## src/rtl/id_stage_pipe_pkg.sv

```systemverilog
// Shared decode constants for the ID stage: opcodes, control-bundle layout
// and the load-use stall state encoding.
package id_stage_pipe_pkg;

  localparam logic [6:0] OP_LOAD   = 7'b0000011;
  localparam logic [6:0] OP_IMM    = 7'b0010011;
  localparam logic [6:0] OP_AUIPC  = 7'b0010111;
  localparam logic [6:0] OP_STORE  = 7'b0100011;
  localparam logic [6:0] OP_R      = 7'b0110011;
  localparam logic [6:0] OP_LUI    = 7'b0110111;
  localparam logic [6:0] OP_BRANCH = 7'b1100011;
  localparam logic [6:0] OP_JALR   = 7'b1100111;
  localparam logic [6:0] OP_JAL    = 7'b1101111;

  localparam int ALU_OP_W = 4;
  localparam int BRU_OP_W = 3;
  localparam int LS_OP_W  = 3;
  localparam int CTRL_W   = 6 + ALU_OP_W + BRU_OP_W + LS_OP_W;

  // {RegWrite, ALUSrc, MemtoReg, MemRead, MemWrite, Branch, ALU_op, BRU_op, LS_op}
  localparam int CTRL_LS       = 0;
  localparam int CTRL_BRU      = CTRL_LS + LS_OP_W;
  localparam int CTRL_ALU      = CTRL_BRU + BRU_OP_W;
  localparam int CTRL_BRANCH   = CTRL_ALU + ALU_OP_W;
  localparam int CTRL_MEMWRITE = CTRL_BRANCH + 1;
  localparam int CTRL_MEMREAD  = CTRL_MEMWRITE + 1;
  localparam int CTRL_MEMTOREG = CTRL_MEMREAD + 1;
  localparam int CTRL_ALUSRC   = CTRL_MEMTOREG + 1;
  localparam int CTRL_REGWRITE = CTRL_ALUSRC + 1;

  localparam logic [ALU_OP_W-1:0] ALU_ADD  = 4'b0000;
  localparam logic [ALU_OP_W-1:0] ALU_LUI  = 4'b1111;
  localparam logic [BRU_OP_W-1:0] BRU_JAL  = 3'b010;
  localparam logic [BRU_OP_W-1:0] BRU_JALR = 3'b011;

  typedef enum logic {
    ST_RUN   = 1'b0,
    ST_STALL = 1'b1
  } state_t;

  function automatic logic uses_rs1(input logic [6:0] opcode);
    return !(opcode == OP_LUI || opcode == OP_AUIPC || opcode == OP_JAL);
  endfunction

  function automatic logic uses_rs2(input logic [6:0] opcode);
    return (opcode == OP_R || opcode == OP_STORE || opcode == OP_BRANCH);
  endfunction

endpackage

```

## src/rtl/id_hazard_unit.sv

```systemverilog
// Load-use hazard detection: qualifies source registers by opcode usage and
// compares them against the in-flight load rd and the pending stall rd.
module id_hazard_unit
  import id_stage_pipe_pkg::*;
#(
  parameter int REG_AW = 5
) (
  input  logic [6:0]        opcode,
  input  logic [REG_AW-1:0] rs1,
  input  logic [REG_AW-1:0] rs2,
  input  logic              inst_valid,
  input  logic              ex_valid,
  input  logic              ex_mem_read,
  input  logic [REG_AW-1:0] ex_rd,
  input  logic [REG_AW-1:0] pend_rd,
  output logic              hazard_now,
  output logic              uses_pend
);

  logic use1, use2;

  assign use1 = uses_rs1(opcode);
  assign use2 = uses_rs2(opcode);

  // x0 is hardwired, so a write to it can never create a dependency
  function automatic logic reads_reg(input logic [REG_AW-1:0] r);
    return (r != '0) && ((use1 && rs1 == r) || (use2 && rs2 == r));
  endfunction

  assign hazard_now = inst_valid && ex_valid && ex_mem_read && reads_reg(ex_rd);
  assign uses_pend  = inst_valid && reads_reg(pend_rd);

endmodule

```

## src/rtl/id_stage_pipe_controller.sv

```systemverilog
// Main decoder: maps opcode/funct fields onto the packed control bundle.
module id_stage_pipe_controller
  import id_stage_pipe_pkg::*;
(
  input  logic [6:0]        opcode,
  input  logic [2:0]        funct3,
  input  logic              funct7_5,
  output logic [CTRL_W-1:0] ctrl
);

  always_comb begin
    ctrl = '0;
    case (opcode)
      OP_R: begin
        ctrl[CTRL_REGWRITE]             = 1'b1;
        ctrl[CTRL_ALU +: ALU_OP_W]      = {funct7_5, funct3};
      end
      OP_IMM: begin
        ctrl[CTRL_REGWRITE]             = 1'b1;
        ctrl[CTRL_ALUSRC]               = 1'b1;
        // only the shift-right immediate carries an op modifier in funct7
        ctrl[CTRL_ALU +: ALU_OP_W]      = {(funct3 == 3'b101) & funct7_5, funct3};
      end
      OP_LOAD: begin
        ctrl[CTRL_REGWRITE]             = 1'b1;
        ctrl[CTRL_ALUSRC]               = 1'b1;
        ctrl[CTRL_MEMTOREG]             = 1'b1;
        ctrl[CTRL_MEMREAD]              = 1'b1;
        ctrl[CTRL_ALU +: ALU_OP_W]      = ALU_ADD;
        ctrl[CTRL_LS +: LS_OP_W]        = funct3;
      end
      OP_STORE: begin
        ctrl[CTRL_ALUSRC]               = 1'b1;
        ctrl[CTRL_MEMWRITE]             = 1'b1;
        ctrl[CTRL_ALU +: ALU_OP_W]      = ALU_ADD;
        ctrl[CTRL_LS +: LS_OP_W]        = funct3;
      end
      OP_BRANCH: begin
        ctrl[CTRL_BRANCH]               = 1'b1;
        ctrl[CTRL_BRU +: BRU_OP_W]      = funct3;
      end
      OP_LUI: begin
        ctrl[CTRL_REGWRITE]             = 1'b1;
        ctrl[CTRL_ALUSRC]               = 1'b1;
        ctrl[CTRL_ALU +: ALU_OP_W]      = ALU_LUI;
      end
      OP_AUIPC: begin
        ctrl[CTRL_REGWRITE]             = 1'b1;
        ctrl[CTRL_ALUSRC]               = 1'b1;
        ctrl[CTRL_ALU +: ALU_OP_W]      = ALU_ADD;
      end
      OP_JAL: begin
        ctrl[CTRL_REGWRITE]             = 1'b1;
        ctrl[CTRL_BRANCH]               = 1'b1;
        ctrl[CTRL_BRU +: BRU_OP_W]      = BRU_JAL;
      end
      OP_JALR: begin
        ctrl[CTRL_REGWRITE]             = 1'b1;
        ctrl[CTRL_ALUSRC]               = 1'b1;
        ctrl[CTRL_BRANCH]               = 1'b1;
        ctrl[CTRL_BRU +: BRU_OP_W]      = BRU_JALR;
      end
      default: ctrl = '0;
    endcase
  end

endmodule

```

## src/rtl/id_stage_pipe.sv

```systemverilog
// Decode stage: decodes the IF/ID instruction, owns the ID/EX register and
// inserts load-use bubbles with a configurable depth; honours flush and EX backpressure.
module id_stage_pipe
  import id_stage_pipe_pkg::*;
#(
  parameter int XLEN           = 32,
  parameter int REG_AW         = 5,
  parameter int LOAD_USE_STALL = 1
) (
  input  logic              clk,
  input  logic              rst,
  input  logic              if_valid,
  input  logic [31:0]       if_inst,
  input  logic [XLEN-1:0]   if_pc,
  output logic              id_ready,
  input  logic              flush,
  input  logic              ex_ready,
  output logic              ex_valid,
  output logic [XLEN-1:0]   ex_pc,
  output logic [REG_AW-1:0] ex_rs1,
  output logic [REG_AW-1:0] ex_rs2,
  output logic [REG_AW-1:0] ex_rd,
  output logic [XLEN-1:0]   ex_imm,
  output logic [CTRL_W-1:0] ex_ctrl,
  output logic [REG_AW-1:0] rs1_addr,
  output logic [REG_AW-1:0] rs2_addr
);

  localparam logic [1:0] STALL_INIT = 2'(LOAD_USE_STALL - 1);

  function automatic logic signed [XLEN-1:0] sext_imm(input logic [31:0] inst);
    logic signed [31:0] imm32;
    case (inst[6:0])
      OP_LOAD, OP_IMM, OP_JALR: imm32 = {{20{inst[31]}}, inst[31:20]};
      OP_STORE:                 imm32 = {{20{inst[31]}}, inst[31:25], inst[11:7]};
      OP_BRANCH:                imm32 = {{20{inst[31]}}, inst[7], inst[30:25], inst[11:8], 1'b0};
      OP_LUI, OP_AUIPC:         imm32 = {inst[31:12], 12'h000};
      OP_JAL:                   imm32 = {{12{inst[31]}}, inst[19:12], inst[20], inst[30:21], 1'b0};
      default:                  imm32 = '0;
    endcase
    return XLEN'(imm32);
  endfunction

  // Stage p0: combinational decode of the IF/ID instruction
  logic [CTRL_W-1:0]        ctrl_p0;
  logic signed [XLEN-1:0]   imm_p0;
  logic [REG_AW-1:0]        rs1_p0, rs2_p0, rd_p0;

  // Stage p1: ID/EX register
  logic                     vld_p1;
  logic [XLEN-1:0]          pc_p1;
  logic [REG_AW-1:0]        rs1_p1, rs2_p1, rd_p1;
  logic signed [XLEN-1:0]   imm_p1;
  logic [CTRL_W-1:0]        ctrl_p1;

  state_t                   state;
  logic [1:0]               cnt;
  logic [REG_AW-1:0]        pend_rd;
  logic                     hazard_now, uses_pend, stall_bubble;

  assign rs1_p0 = REG_AW'(if_inst[19:15]);
  assign rs2_p0 = REG_AW'(if_inst[24:20]);
  assign rd_p0  = REG_AW'(if_inst[11:7]);
  assign imm_p0 = sext_imm(if_inst);

  id_stage_pipe_controller u_ctrl (
    .opcode   (if_inst[6:0]),
    .funct3   (if_inst[14:12]),
    .funct7_5 (if_inst[30]),
    .ctrl     (ctrl_p0)
  );

  id_hazard_unit #(.REG_AW(REG_AW)) u_hazard (
    .opcode      (if_inst[6:0]),
    .rs1         (rs1_p0),
    .rs2         (rs2_p0),
    .inst_valid  (if_valid),
    .ex_valid    (vld_p1),
    .ex_mem_read (ctrl_p1[CTRL_MEMREAD]),
    .ex_rd       (rd_p1),
    .pend_rd     (pend_rd),
    .hazard_now  (hazard_now),
    .uses_pend   (uses_pend)
  );

  assign stall_bubble = (state == ST_RUN && hazard_now) || (state == ST_STALL && uses_pend);
  // flush always drops the ID instruction, even while EX is stalled
  assign id_ready     = flush || (ex_ready && !stall_bubble);

  always_ff @(posedge clk or posedge rst) begin
    if (rst) begin
      vld_p1  <= 1'b0;
      pc_p1   <= '0;
      rs1_p1  <= '0;
      rs2_p1  <= '0;
      rd_p1   <= '0;
      imm_p1  <= '0;
      ctrl_p1 <= '0;
      state   <= ST_RUN;
      cnt     <= 2'd0;
      pend_rd <= '0;
    end else if (flush) begin
      vld_p1 <= 1'b0;
      state  <= ST_RUN;
      cnt    <= 2'd0;
    end else if (!ex_ready) begin
      vld_p1 <= vld_p1;
    end else if (state == ST_RUN && hazard_now) begin
      vld_p1  <= 1'b0;
      pend_rd <= rd_p1;
      if (LOAD_USE_STALL > 1) begin
        state <= ST_STALL;
        cnt   <= STALL_INIT;
      end
    end else if (state == ST_STALL && uses_pend) begin
      vld_p1 <= 1'b0;
      cnt    <= cnt - 2'd1;
      if (cnt == 2'd1) state <= ST_RUN;
    end else begin
      vld_p1  <= if_valid;
      pc_p1   <= if_pc;
      rs1_p1  <= rs1_p0;
      rs2_p1  <= rs2_p0;
      rd_p1   <= rd_p0;
      imm_p1  <= imm_p0;
      ctrl_p1 <= ctrl_p0;
      state   <= ST_RUN;
      cnt     <= 2'd0;
    end
  end

  // Stage p1 outputs toward EX and register-file read addresses
  assign ex_valid = vld_p1;
  assign ex_pc    = pc_p1;
  assign ex_rs1   = rs1_p1;
  assign ex_rs2   = rs2_p1;
  assign ex_rd    = rd_p1;
  assign ex_imm   = imm_p1;
  assign ex_ctrl  = ctrl_p1;
  assign rs1_addr = rs1_p0;
  assign rs2_addr = rs2_p0;

endmodule
```

## config.mk

```make
export PLATFORM = sky130hd
export DESIGN_NAME = id_stage_pipe
export DESIGN_NICKNAME = d
export VERILOG_FILES = /design/src/rtl/id_stage_pipe_pkg.sv /design/src/rtl/id_hazard_unit.sv /design/src/rtl/id_stage_pipe_controller.sv /design/src/rtl/id_stage_pipe.sv
export SDC_FILE = /design/constraint.sdc
export NUM_CORES = 1
export LEC_CHECK = 0
export ABC_AREA = 1
export ABC_CLOCK_PERIOD_IN_PS = 9190
export BUFFER_PORTS_ARGS = -buffer_cell sky130_fd_sc_hd__buf_2
export CORE_MARGIN = 2
export CORE_UTILIZATION = 54
export DETAILED_ROUTE_END_ITERATION = 12
export GPL_ROUTABILITY_DRIVEN = 0
export PLACE_DENSITY_LB_ADDON = 0.12
export SYNTH_ARGS = -nofsm -noshare
export SYNTH_HDL_FRONTEND = slang
export SYNTH_SLANG_ARGS = --single-unit
```

## constraint.sdc

```tcl
create_clock -name clk -period 9.19 [get_ports clk]
set_input_delay 1.838 -clock clk [delete_from_list [all_inputs] [get_ports clk]]
set_output_delay 1.838 -clock clk [all_outputs]
set_load 0.005 [all_outputs]
```

==> results.yml, run 1 <==
sta:
  relSlewSlack: 0.289
  worst_slew_pin_slew_ns: 1.07
  setup_ws_ns: 3.63
  final.setup_skew_ns: 0.00991
  finalSetupViolCount: 0
  slew_viol_final: 0
  hold_violations: 0
  finalSetupTns_ns: 0
  fmax_mhz: 180
  fin_crit_sh: 0.605
  fin_crit_ns: 5.56
  grt_setup_unrepaired: "false"
worst_hold_path:
  hold_end: "ex_imm[25]"
  holdPathStages: 2
  min-delay-start: "ex_imm[25]"
  hp-class: "reg2reg"
worst_setup_path:
  crit_fanout: 97
  path_cells: "buf_2 > nand2_1 > inv_1 > nand3_2 > nand2_4 > inv_2 > nand3_1 > nand2_2 > nand2_4 > nand2_1 > nand2_1 > buf_2"
  r2r_setup_slack_ns: 6.00
  crit_slowest_cell: "nand2_4"
  crit_path_start_kind: "input port"
  path_delay_family: "simple AND/OR/NAND/NOR gates"
  worstPathArrival_ns: 3.72
  crit_required_ns: 7.35
  critPathKind: "in2out"
  cp-end-kind: "output port"
  path_depth: 12
  r2r_cells: 8
  crit_path_frequent_cell: "nand2_1"
  critical_path_buf_inv_count: 4
  rr_startpoint: "ex_rd[3]"
  critPathMaxStageDelay_ns: 0.66
  reg2reg_to: "ex_pc[1]"
synthesis:
  synth_fp_nets: 685
  synth_edf_count: 0
  synthFlopType: "dfrtp_1"
  synth_cells: 616
  ys_ff_latch: 95
  synthArstFlopShare: 1.00
  ys_types: 23
  synth.avg_cell_area_um2: 7.83
  synth_top_cell_area_share: 0.493
  synth_area_mm2: 0.00482
  synth_area_leaders: "dfrtp_1 (49%), nand2_1 (22%), nand4_1 (13%), buf_4 (2.6%), inv_1 (1.9%)"
  synth_largest_area_cell: "dfrtp_1"
  synth_most_common_cell: "nand2_1"
  yosys_warnings: 0
  ys_seq_area_frac: 0.493
  synth_common_cells: "nand2_1 (278), nand4_1 (99), dfrtp_1 (95)"
final_layout:
  fin_area_mm2: 0.00574
  drive_gt1_frac: 0.275
  nets: 818
  postLayoutCoreUtil: 0.661
  syn_to_final_growth_pct: 19.0
  diodes: 0
global_routing:
  grt_overflow: 0
  antenna_found_initial: 0
  grt_first_pass_wirelength_mm: 21.8
  grt_pass1_vias: 4552
  grt_usage: 0.277
  grt-busiest-layer: "met2"
  use_met3: 0.0475
  grt_util_met2: 0.444
  grt_max_degree: 99
  met1_usage: 0.382
clock_tree:
  cts_setup_buffers: 0
  clock-sinks: 95
  post_cts_resized: 0
  cts_hold_buf: 0
  clk_latency_ns: 0.36
  clk_pin_slew_worst_paths_ns: 0.09
  clk_path_buf_depth: 2
  cts_tree: "done"
  numCtsBuffers: 9
  cts_max_level: 3
  root_buffer: "clkbuf_8"
placement:
  place_area_mm2: 0.00553
  place_worst_setup_slack_ns: 3.66
  hpwl_mm: 9.06
  port_buffers: 175
die:
  io_pins: 176
  floorplan.die_area_mm2: 0.00970
  die_h_um: 98.5
  row_count: 34
  die-width_um: 98.5
  start_util: 0.556
  coreArea_mm2: 0.00868
routing:
  viasPerCell: 5.55
  wirelength_mm: 13.2
  post_drt_wl_per_cell_um: 15.4
  route.detailed.drc: 0
  first_iter_violations: 305
  drtPass1Iterations: 5
  vias: 4779
  ant_nets: 0
pwr:
  p_leak_nw: 3.55
  finalPower_mw: 0.893
  vdd_ir_drop_max_mv: 0.0975
  pwr_density_cell_mw_per_mm2: 156
run_status:
  status: "finished clean"
run:
  max_cap_viol_count: 0
-- how the worst max path moves through the flow --
stage | startpoint | to | slack, ns
detailed placement | if_inst[1] | id_ready | 3.66
floorplan | if_inst[1] | id_ready | 4.51
global placement | if_inst[4] | id_ready | 3.76
CTS | if_inst[1] | id_ready | 3.65
global route | if_inst[4] | id_ready | 3.43
finish | if_inst[1] | id_ready | 3.63
-- cells in the final DEF, fill, tap and decap left out, drive strengths merged --
cell type	n
nand2	282
buf	177
nand4	99
dfrtp	95
inv	30
nor2	20
nand3	15
clkbuf	11
o21ai	7
xnor2	4
xor2	3
nor3	3
a21oi	2
clkinvlp	2
or2	1
o21a	1
bufinv	1
-- routing by layer --
metal  share of wire  vias up
li1                -     2279
met1            0.43     2257
met2            0.48      220
met3           0.071       23
met4           0.020        0
met5               0        -
-- cells by family (layout without fill, tap and decap cells) --
family                 Yosys count  count (layout)  synth area share
AND/OR/NAND/NOR                420             420             0.393
flip-flops                      95              95             0.493
buffers and inverters           84             221            0.0903
AO/OA/AOI/OAI                   10              10            0.0109
XOR/XNOR                         7               7            0.0127
-- state kept, by name, indices dropped and copies added, names as in the netlist --
name / flops
ex_valid: 1
ex_rs1: 5
ex_rd: 5
ex_imm: 32
ex_ctrl: 15
ex_rs2: 5
ex_pc: 32
-- area by class of cell --
type | instances | area (um^2)
Clock buffer | 11 | 151
Timing Repair Buffer | 177 | 893
Clock inverter | 4 | 53.8
Sequential cell | 95 | 2380
Fill cell | 800 | 2940
Multi-Input combinational cell | 437 | 2020
Inverter | 29 | 111
Tap cell | 108 | 135
-- through the flow --
stage          hold slack (ns)  cells
2_1_floorplan            0.465    616
3_3_place_gp             0.449    846
3_5_place_dp             0.453    846
4_1_cts                  0.474    861
5_1_grt                  0.495    861
6_report                 0.472    861
-- where the power goes --
| group | total [mW] | leakage [nW] | internal [mW] | switching [mW] |
|---|---|---|---|---|
| sequential | 0.469 | 1.25 | 0.449 | 0.0206 |
| combinational | 0.140 | 2.20 | 0.0557 | 0.0842 |
| clock | 0.284 | 0.0980 | 0.140 | 0.144 |
| total | 0.893 | 3.55 | 0.645 | 0.249 |
-- worst min-delay path, cell delays in order (launching register included) --
cell and delay [ns]:
dfrtp_1 0.34, nand2_1 0.06, nand2_1 0.05
(Power assumes the default switching activity.)
==> inputs of run 2 (changes only) <==
--- a/config.mk
+++ b/config.mk
@@ -6,10 +6,10 @@
 export NUM_CORES = 1
 export LEC_CHECK = 0
 export ABC_AREA = 1
-export ABC_CLOCK_PERIOD_IN_PS = 9190
+export ABC_CLOCK_PERIOD_IN_PS = 5500
 export BUFFER_PORTS_ARGS = -buffer_cell sky130_fd_sc_hd__buf_2
 export CORE_MARGIN = 2
-export CORE_UTILIZATION = 54
+export CORE_UTILIZATION = 50
 export DETAILED_ROUTE_END_ITERATION = 12
 export GPL_ROUTABILITY_DRIVEN = 0
 export PLACE_DENSITY_LB_ADDON = 0.12
==> constraint.sdc (replaced) <==
create_clock -name clk -period 5.5 [get_ports clk]
set_input_delay 1.1 -clock clk [delete_from_list [all_inputs] [get_ports clk]]
set_output_delay 1.1 -clock clk [all_outputs]
set_load 0.005 [all_outputs]
==> run 2 against run 1 <==
  * Clock-buffer cell count decreased by 1
  * Via count decreased by 1.2%
  * Final cell count increased by 2.7%
  * Clock skew increased by 0.0032 ns
  * Flip-flop and latch count unchanged
  * Sequential share of layout area decreased by 0.36 points
  * Critical path type unchanged
  * Design area increased by 0.87%
==> results.yml, run 2 (same netlist as run 1, synthesis figures left out) <==
worst_setup_path:
  worstPathArrival_ns: 2.45
  cp-end-kind: "output port"
  r2r_cells: 8
  cp-startpoint: "if_inst[4]"
  crit_path_start_kind: "input port"
  r2r_setup_slack_ns: 2.93
  rr_startpoint: "ex_rd[3]"
  crit_required_ns: 4.40
  reg2reg_to: "ex_imm[10]"
  critPathKind: "in2out"
  crit_fanout: 23
  crit_path_end: "id_ready"
routing:
  maxUsedRoutingLayer: "met4"
  wl_met1_mm: 5.85
  drtPass1Iterations: 5
  route.detailed.drc: 0
  wirelength_mm: 13.5
  viasPerCell: 5.34
  ant_nets: 0
  post_drt_wl_per_cell_um: 15.3
  wl_met3_mm: 1.04
  wl_met2_mm: 6.43
  first_iter_violations: 395
  vias: 4724
sta:
  fin_crit_sh: 0.645
  fmax_mhz: 282
  finalSetupTns_ns: 0
  final.setup_skew_ns: 0.0131
  finalSetupViolCount: 0
  hold_violations: 0
  slew_viol_final: 0
  fin_crit_ns: 3.55
  relSlewSlack: 0.297
  worst_slew_pin_slew_ns: 1.05
  grt_setup_unrepaired: "false"
die:
  io_pins: 176
  row_count: 35
  floorplan.die_area_mm2: 0.0104
  die_h_um: 102
  coreArea_mm2: 0.00928
  die-width_um: 102
  start_util: 0.519
final_layout:
  syn_to_final_growth_pct: 20.1
  n_fill_cell: 870
  stdcell_count: 884
  nets: 819
  diodes: 0
  layout_common_cells: "nand2_1 (278), buf_2 (174), nand4_1 (99), dfrtp_1 (95), inv_1 (23)"
  seqCellArea_mm2: 0.00238
  final_common_cell: "nand2_1"
  drive_gt1_frac: 0.275
  multi_input_area_mm2: 0.00202
pwr:
  combPwrFrac: 0.153
  internal_power_mw: 1.10
  switchingPower_mw: 0.428
  p_sw_frac: 0.280
  pwr_density_cell_mw_per_mm2: 265
  finalPower_mw: 1.53
  vdd_ir_drop_max_mv: 0.175
  p_leak_nw: 3.56
  p_seq_frac: 0.511
  clkPwrFrac: 0.335
global_routing:
  grt_overflow: 0
  grt_first_pass_wirelength_mm: 21.9
  grt_max_degree: 99
  grt_usage: 0.266
  grt_pass1_vias: 4449
  antenna_found_initial: 0
run:
  max_cap_viol_count: 0
clock_tree:
  cts_max_level: 3
  clk_pin_slew_worst_paths_ns: 0.09
  post_cts_resized: 0
  root_buffer: "clkbuf_8"
  clock-sinks: 95
  clk_latency_ns: 0.35
  clk_path_buf_depth: 2
  cts_setup_buffers: 0
  cts_hold_buf: 0
  cts_tree: "done"
  numCtsBuffers: 9
placement:
  hpwl_mm: 9.27
  port_buffers: 175
  placedCellCount: 868
run_status:
  status: "finished clean"
worst_hold_path:
  hp-class: "reg2reg"
==> run 2: worst min-delay path by stage <==
stage,end,from,cells after the start
2_1_floorplan,ex_ctrl[0],ex_ctrl[0],2
3_3_place_gp,ex_imm[23],ex_imm[23],2
3_5_place_dp,ex_pc[3],ex_pc[3],2
4_1_cts,ex_imm[21],ex_imm[21],2
5_1_grt,ex_imm[27],ex_imm[27],2
6_report,ex_imm[21],ex_imm[21],2
==> run 2: routing by layer <==
layer | vias to the layer above | global-route usage
li1 | 2281 | -
met1 | 2202 | 0.388
met2 | 221 | 0.419
met3 | 20 | 0.0369
met4 | 0 | 0.0728
met5 | - | 0
==> run 2: worst max-delay path, cell delays in order <==
cell	delay [ns]
buf_2	0.11
inv_2	0.06
nand2_1	0.10
nor2_4	0.16
nand2_2	0.10
nand2_4	0.13
inv_2	0.04
nand3_1	0.09
nand2_2	0.08
nand2_4	0.21
nand2_1	0.08
nand2_1	0.08
buf_2	0.11
==> run 2: area by class of cell <==
class,instances,area share
clock buffers,10,0.0220
flip-flops and latches,95,0.411
inverters,29,0.0192
well taps,129,0.0279
multi-input cells,437,0.348
clock inverters,6,0.0162
repair buffers,178,0.156
==> run 2: power by group through the flow <==
stage	clock [mW]	combinational (mW)	sequential (mW)
floorplan	0	0.121	0.799
global placement	0	0.232	0.795
detailed placement	0	0.237	0.796
CTS	0.526	0.237	0.783
global route	0.555	0.267	0.791
finish	0.513	0.235	0.784
==> run 2: through the flow <==
stage          hold WS, ns   util  instance area, um^2  worst slack, ns
3_5_place_dp         0.453  0.600                 5570             1.95
6_report             0.473  0.623                 5790             1.95
2_1_floorplan        0.465      -                 4820             1.92
3_3_place_gp         0.448  0.600                 5570             2.03
4_1_cts              0.476  0.623                 5790             1.97
5_1_grt              0.492  0.623                 5790             1.77
